$ cat config.mk
export PLATFORM = sky130hd
export DESIGN_NAME = mdu_iter
export DESIGN_NICKNAME = d
export VERILOG_FILES = /design/src/rtl/mdu_iter.sv
export SDC_FILE = /design/constraint.sdc
export NUM_CORES = 2
export LEC_CHECK = 0
export CORE_MARGIN = 2
export CORE_UTILIZATION = 25
export DETAILED_ROUTE_END_ITERATION = 8
export PLACE_DENSITY_LB_ADDON = 0.05
export SETUP_SLACK_MARGIN = 0.1
export SKIP_LAST_GASP = 1
export SYNTH_ARGS = -nofsm -noshare
export SYNTH_HDL_FRONTEND = slang
export SYNTH_SLANG_ARGS = --single-unit
$ cat constraint.sdc
create_clock -name clk -period 7.2 [get_ports clk]
set_input_delay 1.44 -clock clk [delete_from_list [all_inputs] [get_ports clk]]
set_output_delay 1.44 -clock clk [all_outputs]
set_load 0.05 [all_outputs]
$ cat src/rtl/mdu_iter.sv
// Iterative RV64M multiply/divide unit: radix-2 shift-add multiply, restoring divide.
// Define MDU_EARLY_OUT_EN to let MUL/MULW finish once the remaining multiplier bits are zero.
package mdu_pkg;
  typedef enum logic [3:0] {
    MDU_NOP   = 4'd0,
    MDU_MUL   = 4'd1,
    MDU_MULW  = 4'd2,
    MDU_DIV   = 4'd3,
    MDU_DIVU  = 4'd4,
    MDU_REM   = 4'd5,
    MDU_REMU  = 4'd6,
    MDU_DIVW  = 4'd7,
    MDU_DIVUW = 4'd8,
    MDU_REMW  = 4'd9,
    MDU_REMUW = 4'd10
  } mdu_op_t;
endpackage

module mdu_iter
  import mdu_pkg::*;
#(
  parameter int XLEN = 64,
  parameter int WLEN = 32
) (
  input  logic            clk,
  input  logic            reset,
  input  logic            valid_in,
  input  mdu_op_t         mduop,
  input  logic [XLEN-1:0] srca,
  input  logic [XLEN-1:0] srcb,
  input  logic            flush,
  output logic            ready,
  output logic            done,
  output logic [XLEN-1:0] result
);

`ifdef MDU_EARLY_OUT_EN
  localparam bit EARLY_OUT = 1'b1;
`else
  localparam bit EARLY_OUT = 1'b0;
`endif

  localparam int CW = $clog2(XLEN + 1);
  localparam logic [CW-1:0] N_X = CW'(XLEN);
  localparam logic [CW-1:0] N_W = CW'(WLEN);
  localparam logic [CW-1:0] CNT_ONE = CW'(1);

  typedef enum logic [1:0] {
    S_IDLE = 2'd0,
    S_BUSY = 2'd1,
    S_DONE = 2'd2
  } state_t;

  typedef struct packed {
    logic vld;
    logic mul;
    logic w;
    logic rem;
    logic sgn;
  } op_info_t;

  function automatic op_info_t decode(input mdu_op_t op);
    op_info_t d;
    d = '0;
    case (op)
      MDU_MUL:   begin d.vld = 1'b1; d.mul = 1'b1; end
      MDU_MULW:  begin d.vld = 1'b1; d.mul = 1'b1; d.w = 1'b1; end
      MDU_DIV:   begin d.vld = 1'b1; d.sgn = 1'b1; end
      MDU_DIVU:  begin d.vld = 1'b1; end
      MDU_REM:   begin d.vld = 1'b1; d.rem = 1'b1; d.sgn = 1'b1; end
      MDU_REMU:  begin d.vld = 1'b1; d.rem = 1'b1; end
      MDU_DIVW:  begin d.vld = 1'b1; d.w = 1'b1; d.sgn = 1'b1; end
      MDU_DIVUW: begin d.vld = 1'b1; d.w = 1'b1; end
      MDU_REMW:  begin d.vld = 1'b1; d.w = 1'b1; d.rem = 1'b1; d.sgn = 1'b1; end
      MDU_REMUW: begin d.vld = 1'b1; d.w = 1'b1; d.rem = 1'b1; end
      default:   d = '0;
    endcase
    return d;
  endfunction

  // Widen a WLEN-bit value, sign- or zero-filling the upper bits.
  function automatic logic [XLEN-1:0] ext_w(input logic [XLEN-1:0] v, input logic sgn);
    return {{(XLEN-WLEN){sgn & v[WLEN-1]}}, v[WLEN-1:0]};
  endfunction

  function automatic logic [XLEN-1:0] fit(input logic [XLEN-1:0] v, input logic w);
    if (w) return ext_w(v, 1'b1);
    else   return v;
  endfunction

  function automatic logic [XLEN-1:0] mag(input logic [XLEN-1:0] v, input logic neg);
    if (neg) return -v;
    else     return v;
  endfunction

  state_t          state_r;
  logic            done_r;
  logic [XLEN-1:0] pend_r;
  logic [XLEN-1:0] result_r;
  logic [CW-1:0]   cnt_r;
  logic            mul_r;
  logic            w_r;
  logic            rem_r;
  logic            neg_q_r;
  logic            neg_r_r;
  logic [XLEN:0]   acc_r;
  logic [XLEN-1:0] a_r;
  logic [XLEN-1:0] b_r;

  op_info_t        in_s;
  logic            accept_s;
  logic [XLEN-1:0] opa_s;
  logic [XLEN-1:0] opb_s;
  logic            sa_s;
  logic            sb_s;
  logic            dvz_s;
  logic            ovf_s;
  logic            special_s;
  logic [XLEN-1:0] special_val_s;
  logic [XLEN-1:0] dvd_s;
  logic [XLEN-1:0] a_init_s;
  logic [XLEN-1:0] b_init_s;

  // Request decode, operand preparation and single-cycle special cases.
  always_comb begin
    in_s          = decode(mduop);
    accept_s      = valid_in && ready && in_s.vld && !flush;
    opa_s         = in_s.w ? ext_w(srca, in_s.sgn) : srca;
    opb_s         = in_s.w ? ext_w(srcb, in_s.sgn) : srcb;
    sa_s          = in_s.sgn & (in_s.w ? srca[WLEN-1] : srca[XLEN-1]);
    sb_s          = in_s.sgn & (in_s.w ? srcb[WLEN-1] : srcb[XLEN-1]);
    dvz_s         = in_s.w ? (srcb[WLEN-1:0] == {WLEN{1'b0}}) : (srcb == {XLEN{1'b0}});
    ovf_s         = 1'b0;
    special_s     = 1'b0;
    special_val_s = {XLEN{1'b0}};
    dvd_s         = {XLEN{1'b0}};
    a_init_s      = {XLEN{1'b0}};
    b_init_s      = {XLEN{1'b0}};

    if (in_s.w) begin
      ovf_s = in_s.sgn && (srca[WLEN-1:0] == {1'b1, {(WLEN-1){1'b0}}})
                       && (srcb[WLEN-1:0] == {WLEN{1'b1}});
    end else begin
      ovf_s = in_s.sgn && (srca == {1'b1, {(XLEN-1){1'b0}}})
                       && (srcb == {XLEN{1'b1}});
    end

    if (in_s.mul) begin
      special_s     = EARLY_OUT && (opb_s == {XLEN{1'b0}});
      special_val_s = {XLEN{1'b0}};
    end else if (dvz_s) begin
      special_s     = 1'b1;
      special_val_s = fit(in_s.rem ? opa_s : {XLEN{1'b1}}, in_s.w);
    end else if (ovf_s) begin
      special_s     = 1'b1;
      special_val_s = fit(in_s.rem ? {XLEN{1'b0}} : opa_s, in_s.w);
    end else begin
      special_s     = 1'b0;
      special_val_s = {XLEN{1'b0}};
    end

    // Division runs on magnitudes; a W dividend is parked in the upper half so
    // that WLEN iterations shift exactly its bits through the remainder.
    if (in_s.mul) begin
      a_init_s = opa_s;
      b_init_s = opb_s;
    end else begin
      dvd_s    = mag(opa_s, sa_s);
      a_init_s = in_s.w ? {dvd_s[WLEN-1:0], {(XLEN-WLEN){1'b0}}} : dvd_s;
      b_init_s = mag(opb_s, sb_s);
    end
  end

  logic [XLEN:0]   rem_sh_s;
  logic            geq_s;
  logic [XLEN:0]   acc_nx_s;
  logic [XLEN-1:0] a_nx_s;
  logic [XLEN-1:0] b_nx_s;
  logic [XLEN-1:0] fin_raw_s;
  logic [XLEN-1:0] fin_s;
  logic            last_s;

  // One multiply or divide step, plus the final sign fix-up of its outcome.
  always_comb begin
    rem_sh_s = {acc_r[XLEN-1:0], a_r[XLEN-1]};
    geq_s    = rem_sh_s >= {1'b0, b_r};
    if (mul_r) begin
      acc_nx_s = b_r[0] ? (acc_r + {1'b0, a_r}) : acc_r;
      a_nx_s   = a_r << 1;
      b_nx_s   = b_r >> 1;
    end else begin
      acc_nx_s = geq_s ? (rem_sh_s - {1'b0, b_r}) : rem_sh_s;
      a_nx_s   = {a_r[XLEN-2:0], geq_s};
      b_nx_s   = b_r;
    end

    if (mul_r)      fin_raw_s = acc_nx_s[XLEN-1:0];
    else if (rem_r) fin_raw_s = mag(acc_nx_s[XLEN-1:0], neg_r_r);
    else            fin_raw_s = mag(a_nx_s, neg_q_r);
    fin_s  = fit(fin_raw_s, w_r);
    last_s = (cnt_r == CNT_ONE) || (EARLY_OUT && mul_r && (b_nx_s == {XLEN{1'b0}}));
  end

  // Control FSM and datapath registers.
  always_ff @(posedge clk or negedge reset) begin
    if (!reset) begin
      state_r  <= S_IDLE;
      ready    <= 1'b1;
      done_r   <= 1'b0;
      pend_r   <= {XLEN{1'b0}};
      result_r <= {XLEN{1'b0}};
      cnt_r    <= {CW{1'b0}};
      mul_r    <= 1'b0;
      w_r      <= 1'b0;
      rem_r    <= 1'b0;
      neg_q_r  <= 1'b0;
      neg_r_r  <= 1'b0;
      acc_r    <= {(XLEN+1){1'b0}};
      a_r      <= {XLEN{1'b0}};
      b_r      <= {XLEN{1'b0}};
    end else if (flush) begin
      state_r <= S_IDLE;
      ready   <= 1'b1;
      done_r  <= 1'b0;
      cnt_r   <= {CW{1'b0}};
    end else begin
      case (state_r)
        S_IDLE: begin
          if (accept_s) begin
            mul_r   <= in_s.mul;
            w_r     <= in_s.w;
            rem_r   <= in_s.rem;
            neg_q_r <= sa_s ^ sb_s;
            neg_r_r <= sa_s;
            acc_r   <= {(XLEN+1){1'b0}};
            a_r     <= a_init_s;
            b_r     <= b_init_s;
            ready   <= 1'b0;
            if (special_s) begin
              state_r <= S_DONE;
              pend_r  <= special_val_s;
              done_r  <= 1'b1;
              cnt_r   <= {CW{1'b0}};
            end else begin
              state_r <= S_BUSY;
              done_r  <= 1'b0;
              cnt_r   <= in_s.w ? N_W : N_X;
            end
          end else begin
            ready  <= 1'b1;
            done_r <= 1'b0;
          end
        end
        S_BUSY: begin
          acc_r <= acc_nx_s;
          a_r   <= a_nx_s;
          b_r   <= b_nx_s;
          if (last_s) begin
            state_r <= S_DONE;
            pend_r  <= fin_s;
            done_r  <= 1'b1;
            cnt_r   <= {CW{1'b0}};
          end else begin
            cnt_r  <= cnt_r - CNT_ONE;
            done_r <= 1'b0;
          end
        end
        S_DONE: begin
          state_r  <= S_IDLE;
          ready    <= 1'b1;
          done_r   <= 1'b0;
          result_r <= pend_r;
        end
        default: begin
          state_r <= S_IDLE;
          ready   <= 1'b1;
          done_r  <= 1'b0;
          cnt_r   <= {CW{1'b0}};
        end
      endcase
    end
  end

  // A flush arriving in the DONE cycle cancels the pulse and leaves the old result visible.
  assign done   = done_r & ~flush;
  assign result = done ? pend_r : result_r;

endmodule

==> run_results.csv <==
group,metric,value,unit
worst_setup_path,crit_arrival,7.26,ns
finish,final_nets,4895,
timing,setup_tns,0,ns
worst_setup_path,critPathMaxFanout,8,
power_and_ir_drop,leakagePower,0.0158,uW
timing,fmax,149,MHz
timing,setup_viol,0,
finish,layout.cells.non_filler,6447,
timing,finalHoldViolations,0,
cts,cts_sinks,336,
yosys,synth-main-ff-cell,"dfrtp_1",
finish,layout-drive-gt1-share,10.2,%
timing,min_period,6.73,ns
routing,vias_per_cell,5.73,
yosys,yosysTopAreaCellShare,24.5,%
global_route,grt_remaining_overflow,0,
yosys,syn_inst,4519,
yosys,syn_avg_cell_area,7.57,sq um
worst_setup_path,startpoint_type,"flop",
run,max_cap_violations,0,
die,die_area,140000,sq um
yosys,synth_area_leaders,"dfrtp_1 25%, o21ai_0 7.4%, a21oi_1 5.6%",
timing,final_max_slew_viol_count,0,
yosys,yosysMostFrequentCell,"o21ai_0",
timing,fin_crit_sh,93.4,%
placed_design,gp_congestion,0.940,
run_status,status,"complete, no violations",
global_route,grt_max_degree,151,
global_route,grt_pass1_wl,274,mm
yosys,yosysSeqAreaShare,24.6,%
worst_setup_path,criticalPathCategory,"reg -> reg",
routing,via_count,36900,
cts,clk_pin_slew,0.06,ns
worst_setup_path,endpoint_kind,"flop",
cts,cts_max_level,2,
cts,cts_hold_buf,0,
worst_setup_path,crit_required,7.73,ns
cts,cts_tree,"built",
power_and_ir_drop,ir_worst_vdd,0.000252,V
routing,first_pass_iters,5,
power_and_ir_drop,powerDensity,559,nW/um^2
cts,numCtsBuffers,49,
die,rows,135,
yosys,ys_types,111,
routing,wl_met2,90.0,mm
global_route,antenna_found_initial,11,
routing,detail-route-antenna-nets,0,
global_route,grt_pass1_vias,35900,
cts,cts.path.max_buffers,3,
die,start_util,25.2,%
die,ios,202,
timing,tightest_slew,1.43,ns
finish,seqCellArea,8420,sq um
timing,max_slew_margin,4.63,%
die,die_h,374,um
routing,drt_iter0_drc,3502,
timing,timing.hold.ws,0.499,ns
cts,post_cts_buffers,0,
yosys,synth_edf_count,0,
timing,finClkSkew,0.0355,ns
routing,drt-wirelength-per-cell,30.4,um
finish,n_fill_cell,14800,
yosys,async_flop_share,100,%
routing,dr_wl_met3,9.64,mm
finish,areaGrowthSynthToFinish,18.2,%
finish,multiInputGateArea,24100,sq um
yosys,synth_top_area_cell,"dfrtp_1",
yosys,yosys_warnings,0,
placed_design,io_buffers,201,
yosys,synth_area,34200,sq um
timing,rsz0062_at_grt,"false",
cts,clockRootBuffer,"clkbuf_16",
die,die_width,374,um
placed_design,place_hpwl,156,mm
routing,top_layer_used,"met5",
global_route,groute.usage.overall,26.9,%
placed_design,dpl.cell_count,6353,
yosys,synthTopCellsByCount,"507 x o21ai_0, 495 x nand2_1, 382 x a21oi_1",
cts,clkLatencyLatePin,0.67,ns
routing,wirelength,196,mm
placed_design,pre_cts_ws,0.421,ns
hold_path,worstHoldPathType,"reg -> reg",
die,core_area,136000,sq um
cts,cts_resized,0,
routing,wl_met1,87.8,mm
yosys,syn_nets,4791,
yosys,synth-seq-cells,336,
timing,setup_ws,0.472,ns
routing,drc,0,
-- layer usage --
| layer | vias up | track usage (%) |
|---|---|---|
| li1 | 17100 | - |
| met1 | 18300 | 36.1 |
| met2 | 1181 | 43.8 |
| met3 | 278 | 3.58 |
| met4 | 6 | 10.2 |
| met5 | - | 0 |
-- power by group --
part | switching, uW | total, uW | internal (uW)
clock network | 1120 | 2720 | 1600
logic | 10700 | 16100 | 5370
registers | 1190 | 3810 | 2620
total | 13000 | 22600 | 9600
-- sequential cells by signal, indices dropped and copies added (netlist names), 2 cells and up --
register  cells
b_r          64
pend_r       64
acc_r        64
a_r          64
cnt_r         7
result_r     64
state_r       2
-- cells by family (layout without fill, tap and decap cells) --
| family | Yosys count | count (layout) | share of synthesized area, % |
|---|---|---|---|
| AO/OA/AOI/OAI | 1640 | 1640 | 30.8 |
| AND/OR/NAND/NOR | 1481 | 1481 | 21.2 |
| buffers and inverters | 457 | 602 | 5.24 |
| flip-flops | 336 | 336 | 24.6 |
| XOR/XNOR | 295 | 295 | 7.55 |
| multiplexers | 174 | 174 | 5.59 |
| adder cells (fa/ha/maj) | 136 | 136 | 5.02 |
| other | 0 | 2 | 0 |
-- worst max-delay path, cell delays in order, from the launching register on --
cell,delay [ns]
dfrtp_1,0.40
inv_1,0.29
ha_1,0.39
a21o_1,0.22
a21o_1,0.18
a21oi_1,0.23
a31oi_1,0.13
nor3_1,0.58
o21ai_2,0.26
buf_4,0.24
o211ai_1,0.40
o311ai_1,0.24
inv_1,0.21
ha_1,0.23
inv_1,0.08
nor3_1,0.19
nor4b_1,0.41
buf_4,0.23
nand4_1,0.36
o41ai_1,0.70
xor2_1,0.16
a21oi_1,0.32
o21ai_0,0.14
-- path summary, 6_finish.rpt --
path,slack (ns),from,depth (start not counted),to
min in group asynchronous,0.78,reset,1,b_r[13]$_DFFE_PN0P_
min,0.50,result_r[49]$_DFFE_PN0P_,1,result_r[49]$_DFFE_PN0P_
min reg2reg,0.50,result_r[49]$_DFFE_PN0P_,1,result_r[49]$_DFFE_PN0P_
max reg2reg,0.47,b_r[58]$_DFFE_PN0P_,22,pend_r[56]$_DFFE_PN0P_
max in group asynchronous,4.99,reset,2,result_r[52]$_DFFE_PN0P_
max,0.47,b_r[58]$_DFFE_PN0P_,22,pend_r[56]$_DFFE_PN0P_
-- metrics by stage --
stage	power (uW)	area, sq um	util [%]
3_3_place_gp	19800	38700	28.5
3_5_place_dp	19700	38700	28.5
4_1_cts	22500	40400	29.8
2_1_floorplan	12900	34200	-
5_1_grt	23800	40400	29.8
6_report	22600	40400	29.8
-- layout make-up --
type / count / share of cell area (%)
Antenna cell: 2 / 0.0124
Clock buffer: 69 / 3.44
Clock inverter: 23 / 0.811
Inverter: 134 / 1.24
Multi-Input combinational cell: 3726 / 59.6
Sequential cell: 336 / 20.8
Tap cell: 1781 / 5.51
Timing Repair Buffer: 376 / 8.52
-- placed cells by master (no fill, tap or decap), drive strengths merged, types with 134 or more instances in the layout --
cell type,Yosys,layout
clkdlybuf4s50,0,200
ha,134,134
o21ai,525,525
dfrtp,335,335
mux2,135,135
buf,58,176
inv,133,137
a21oi,382,382
xnor2,162,162
nand2,496,496
nor2,338,338
Note: power is estimated with default switching activity, not from simulation.
